## config.mk

```make
export PLATFORM = sky130hd
export DESIGN_NAME = divider
export DESIGN_NICKNAME = d
export VERILOG_FILES = /design/src/rtl/divider.sv
export SDC_FILE = /design/constraint.sdc
export NUM_CORES = 1
export LEC_CHECK = 0
export CORE_MARGIN = 5
export CORE_UTILIZATION = 41
export DETAILED_ROUTE_END_ITERATION = 10
export PLACE_DENSITY = 0.67
export SLEW_MARGIN = 10
export SYNTH_ARGS = -nofsm -noshare
export SYNTH_HDL_FRONTEND = slang
export SYNTH_SLANG_ARGS = --single-unit
```

## constraint.sdc

```tcl
create_clock -name clk -period 2.87 [get_ports clk]
set_input_delay 0.574 -clock clk [delete_from_list [all_inputs] [get_ports clk]]
set_output_delay 0.574 -clock clk [all_outputs]
set_load 0.01 [all_outputs]
```

## src/rtl/divider.sv

```systemverilog
// Signed 32-bit restoring divider, one quotient bit per cycle.
// Truncates toward zero; remainder takes the dividend's sign (MIPS div).
module divider (
  input  logic        clk,
  input  logic        reset,
  input  logic        start,
  input  logic [31:0] dividendo,
  input  logic [31:0] divisor,
  output logic [31:0] quociente,
  output logic [31:0] resto,
  output logic        calculando,
  output logic        div_zero
);

  typedef enum logic [1:0] {
    IDLE = 2'd0,
    CALC = 2'd1,
    FIX  = 2'd2
  } state_t;

  state_t      state_q, state_d;
  logic [31:0] r_q, r_d;
  logic [31:0] q_q, q_d;
  logic [31:0] dvs_q, dvs_d;
  logic        sdd_q, sdd_d;
  logic        sdv_q, sdv_d;
  logic [5:0]  cnt_q, cnt_d;
  logic [31:0] quo_q, quo_d;
  logic [31:0] rem_q, rem_d;
  logic        dz_q, dz_d;

  logic [32:0] shf;
  logic [32:0] diff;
  logic [31:0] dd_mag;
  logic [31:0] dv_mag;

  // Operand magnitudes; 0x80000000 maps to itself, read as unsigned 2^31.
  always_comb begin
    dd_mag = dividendo[31] ? (32'd0 - dividendo) : dividendo;
    dv_mag = divisor[31] ? (32'd0 - divisor) : divisor;
    shf    = {r_q, q_q[31]};
    diff   = shf - {1'b0, dvs_q};
  end

  // Next-state and datapath: start always wins, then the FSM step.
  always_comb begin
    state_d = state_q;
    r_d     = r_q;
    q_d     = q_q;
    dvs_d   = dvs_q;
    sdd_d   = sdd_q;
    sdv_d   = sdv_q;
    cnt_d   = cnt_q;
    quo_d   = quo_q;
    rem_d   = rem_q;
    dz_d    = dz_q;
    if (start) begin
      if (divisor == 32'd0) begin
        dz_d    = 1'b1;
        quo_d   = 32'd0;
        rem_d   = 32'd0;
        state_d = IDLE;
      end else begin
        q_d     = dd_mag;
        dvs_d   = dv_mag;
        sdd_d   = dividendo[31];
        sdv_d   = divisor[31];
        r_d     = 32'd0;
        cnt_d   = 6'd0;
        dz_d    = 1'b0;
        state_d = CALC;
      end
    end else begin
      unique case (state_q)
        IDLE: ;
        CALC: begin
          if (!diff[32]) begin
            r_d = diff[31:0];
            q_d = {q_q[30:0], 1'b1};
          end else begin
            r_d = shf[31:0];
            q_d = {q_q[30:0], 1'b0};
          end
          cnt_d = cnt_q + 6'd1;
          if (cnt_q == 6'd31) state_d = FIX;
        end
        FIX: begin
          quo_d   = (sdd_q ^ sdv_q) ? (32'd0 - q_q) : q_q;
          rem_d   = sdd_q ? (32'd0 - r_q) : r_q;
          state_d = IDLE;
        end
        default: state_d = IDLE;
      endcase
    end
  end

  // State registers with synchronous reset.
  always_ff @(posedge clk) begin
    if (reset) begin
      state_q <= IDLE;
      r_q     <= 32'd0;
      q_q     <= 32'd0;
      dvs_q   <= 32'd0;
      sdd_q   <= 1'b0;
      sdv_q   <= 1'b0;
      cnt_q   <= 6'd0;
      quo_q   <= 32'd0;
      rem_q   <= 32'd0;
      dz_q    <= 1'b0;
    end else begin
      state_q <= state_d;
      r_q     <= r_d;
      q_q     <= q_d;
      dvs_q   <= dvs_d;
      sdd_q   <= sdd_d;
      sdv_q   <= sdv_d;
      cnt_q   <= cnt_d;
      quo_q   <= quo_d;
      rem_q   <= rem_d;
      dz_q    <= dz_d;
    end
  end

  assign quociente  = quo_q;
  assign resto      = rem_q;
  assign calculando = (state_q != IDLE);
  assign div_zero   = dz_q;

endmodule

```

==> impl.org <==
** Clock tree
- CTS Buf Count :: 17
- Clock tree synthesis found a total of approximately 170 sinks.
- H-tree level count :: 4
- CTS Root Buffer Type :: sky130_fd_sc_hd__clkbuf_16
- TritonCTS built the clock tree.
- Deepest clock path buffer count :: 2
- Clock-pin slew was measured on the worst setup and hold paths at ~0.080 ns.
- CTS hold repair buffers :: 0
- Clock insertion delay at the later pin of the skew report :: 0.43 ns

** Floorplanning
- In this run the standard cell core region covers between 20000 and 30000 um^2.
- The floorplan step defined a die boundary enclosing 30040 um^2.
- Floorplan die height :: between 150 and 200 um
- X dimension of the die :: 173.3 um
- In this run the count of I/O pins placed on the die edge is roughly 130.
- Number of standard-cell rows in the floorplan :: 59
- Once the floorplan was initialized, standard cells occupied 41.85% of the core.

** Global route
- Final global-route overflow total :: 0
- Global routing used about a fifth of the available tracks across all layers.
- Global-route wire length before repair :: between 50000 and 60000 um
- The via count of the first global-routing pass came to 10130.
- Number of antenna violations at the first check in global routing :: 0
- Entering global routing, the biggest net connects 88 pins.

** Power
- Share of total power in combinational logic :: roughly 18%
- The completed layout was analyzed and its total power is 6.103 mW.
- For this design the ratio of total power to cell area is 426.6 nW/um^2.
- In this run the static leakage power is between 5 and 6 nW.
- The worst-case IR drop observed on VDD is between 0.0003 and 0.0004 V.
- In this run switching power makes up approximately 28% of total power.
- The internal portion of the total power is between 4 and 5 mW.
- Sequential cells account for around two fifths of the total power.
- The clock network burns approximately two fifths of the power.
- In this run the power spent charging and discharging nets is between 1.5 and 2 mW.

** Setup path
- Crit. End Element :: register
- At the worst endpoint, the required time is about 3.2 ns.
- Along the worst path, the maximum fanout reaches 5.
- STA classifies the critical path startpoint as a register.
- The setup path with the least slack is of type register to register.
- Data arrives at the worst endpoint at 3.20 ns.

** STA
- Setup violations remaining at the end of the flow were counted as 1.
- Dividing the final minimum period by the clock period gives 100.4%.
- The total count of hold-check failures in the final report came to 0.
- Worst max-slew margin expressed relative to the limit :: 38.68%
- Final min period :: just under 3 ns
- Once routing completed, OpenROAD measured the worst setup slack at -0.01233 ns.
- Final worst clock skew :: 0.01543 ns
- Slew Viols, Final :: 0
- Across all hold checks on the routed design, the worst slack comes to 0.4536 ns.
- Peak clock frequency supported by timing :: about 350 MHz
- At the pin with the least slew margin, the transition time is a little over 0.9 ns.
- Setup repair after global routing could not meet its margin everywhere.

** Layout
- Combined area of the multi-input logic cells :: about 7000 um^2
- Registers take ~3400 um^2.
- Cells with a size suffix above 1 make up around 15% of the layout.
- At the end of the flow, the number of nets in the layout was about 1700.
- Cells fill a little over half of the core in the end.
- After routing the design area is ~14000 um^2.
- Area growth syn-to-layout :: 30.80%
- The layout has 2487 filler cells.
- Antenna cell count :: 0

** Worst hold path
- Kind of path behind the tightest hold check :: register to register

** Synthesis
- The synthesized netlist contains 78 unique library cells.
- Syn Inst Count :: ~1400
- sky130_fd_sc_hd__dfxtp_1 takes more of the synthesized area than any other cell.
- Ranked by total cell area, the synthesized netlist is headed by sky130_fd_sc_hd__dfxtp_1 31%, sky130_fd_sc_hd__xor2_1 6.2%, sky130_fd_sc_hd__xnor2_1 5.8%.
- After synthesis the cells add up to 10940 um^2.
- For this run, the leading register cell type out of synthesis is sky130_fd_sc_hd__dfxtp_1.
- Dominant cell by count in the synthesized netlist :: sky130_fd_sc_hd__dfxtp_1
- In this run, synthesis produced a sequential element count of 171.
- EDFF count, synth :: 0
- Mean post-synth cell area :: 7.919 um^2
- Post-synthesis async set-or-reset flop share :: 0%
- Of the synthesized area, sequential elements account for 31.30%.
- During synthesis, Yosys emitted a total of 0 warnings.
- The commonest cells after synthesis are 171 x sky130_fd_sc_hd__dfxtp_1, 170 x sky130_fd_sc_hd__nor2_1, 153 x sky130_fd_sc_hd__nand2_1.
- The number of nets in the synthesized netlist is 1486.
- Summed over its instances, the top area cell type makes up 31.30% of the synthesized netlist area.

** Outcome
- The run finished, with violations left.
- Failing checks :: setup timing

** Drt
- Detailed Routing Iterations Pass 1 :: 6
- DRC violation count after routing :: 0
- The routed design has roughly 32000 um of wire.
- Via/cell ratio :: 5.466
- Detailed routing inserted a total of between 10000 and 15000 vias.
- Dividing the detail-routed wire length by the instance count gives between 15 and 20 um.
- The first routing iteration left between 800 and 900 violations.
- The count of nets left with antenna violations once routing finished came out at 0.

** Place
- Placed wire-length estimate after detailed placement :: ~24000 um
- Count of buffers inserted at the top-level ports :: 132
- At the placement stage, the worst setup path has a slack of -0.2171 ns.
- Once placement finished, the instance area stood at 13480 um^2.
- Routability-driven placement finished with a final weighted congestion of 0.9278.

** Job
- # Max-Cap Violations :: 0
==> what timing repair did <==
| action | CTS | global route |
|---|---|---|
| pin swaps | 3 | 14 |
| setup endpoints to repair | 24 | 32 |
| setup buffers | 2 | 4 |
| gates resized for setup | 9 | 18 |
| gates cloned | 2 | 1 |
==> logic make-up (layout without fill, tap and decap cells) <==
logic type / after synthesis / after routing / share of synthesized area (%)
flops: 171 / 171 / 31.30
simple gates: 455 / 455 / 19.49
buf+inv: 141 / 375 / 5.709
compound gates: 400 / 400 / 24.68
mux: 26 / 26 / 2.391
fa+ha+maj: 38 / 38 / 4.416
xor+xnor: 150 / 150 / 12.01
==> area by class of cell <==
| type | count | area share (%) |
|---|---|---|
| Multi-Input combinational cell | 1069 | 48.86 |
| Sequential cell | 171 | 23.96 |
| Timing Repair Buffer | 291 | 18.53 |
| Clock buffer | 20 | 3.193 |
| Tap cell | 335 | 2.930 |
| Inverter | 53 | 1.408 |
| Clock inverter | 11 | 1.120 |
==> critical path, cell delays in order, from the launching register on <==
cell and delay, ns:
sky130_fd_sc_hd__dfxtp_1 0.30, sky130_fd_sc_hd__inv_1 0.15, sky130_fd_sc_hd__ha_1 0.28, sky130_fd_sc_hd__a21oi_1 0.24, sky130_fd_sc_hd__o21ai_1 0.13, sky130_fd_sc_hd__or2_4 0.25, sky130_fd_sc_hd__o211a_4 0.26, sky130_fd_sc_hd__o211a_4 0.28
sky130_fd_sc_hd__nor3_4 0.28, sky130_fd_sc_hd__buf_6 0.18, sky130_fd_sc_hd__clkbuf_16 0.16, sky130_fd_sc_hd__mux2i_1 0.19, sky130_fd_sc_hd__o21ai_1 0.07
==> power groups by stage <==
| stage | Sequential [mW] | Clock (mW) | Combinational [mW] |
|---|---|---|---|
| 2_1_floorplan | 2.54 | 0 | 0.702 |
| 4_1_cts | 2.51 | 2.50 | 1.11 |
| 3_3_place_gp | 2.56 | 0 | 1.09 |
| 6_report | 2.52 | 2.46 | 1.12 |
| 5_1_grt | 2.53 | 2.59 | 1.24 |
| 3_5_place_dp | 2.57 | 0 | 1.10 |
==> metrics by stage <==
stage | std cells | setup TNS [ns]
finish | 1950 | -0.01233
global route | 1950 | -1.238
CTS | 1946 | -0.3877
detailed placement | 1911 | -6.688
global placement | 1911 | -4.672
floorplan | 1381 | 0
==> cell usage in the layout, fill, tap and decap left out, drive strengths merged, types with 4 or more instances in the layout <==
cell,netlist,final
nor2,171,171
dfxtp,171,171
buf,15,160
nand2,154,154
clkdlybuf4s50,1,130
a21oi,89,89
o21ai,83,83
xor2,77,77
xnor2,73,73
inv,53,57
a211oi,53,53
a22oi,51,51
ha,37,37
o31ai,35,35
mux2i,25,25
clkbuf,71,21
nor4,21,21
o211ai,20,20
o41ai,16,16
nor3,16,16
nand3,13,13
nand4,12,12
or3,10,10
a21o,10,10
nand2b,9,9
or4,8,8
a32oi,8,8
a31oi,8,8
and3,7,7
o21a,6,6
and4,6,6
and2,6,6
nor2b,5,5
o21bai,5,5
or2,5,5
a221oi,4,4
==> sequential cells by signal, summed over array words and instances, names as in the netlist <==
name and flops:
cnt_q 6, div_zero 1, dvs_q 32, q_q 32, quociente 32, r_q 32, resto 32, sdd_q 1
sdv_q 1, state_q 2
==> layer usage <==
layer / global-route usage, % / vias up / part of all wire (%)
li1: - / 5387 / -
met1: 28.61 / 4973 / 47
met2: 33.96 / 268 / 46
met3: 3.053 / 30 / 5.4
met4: 5.221 / 0 / 1.7
met5: 0 / - / 0
==> path summary, 6_finish.rpt <==
check / cells past startpoint / startpoint / endpoint / slack, ns
max: 12 / dvs_q[9] / r_q[8] / -0.01
min: 2 / quociente[31] / quociente[31] / 0.45
max reg2reg: 12 / dvs_q[9] / r_q[8] / -0.01
min reg2reg: 2 / quociente[31] / quociente[31] / 0.45
Power figures use the tool's default switching activity.
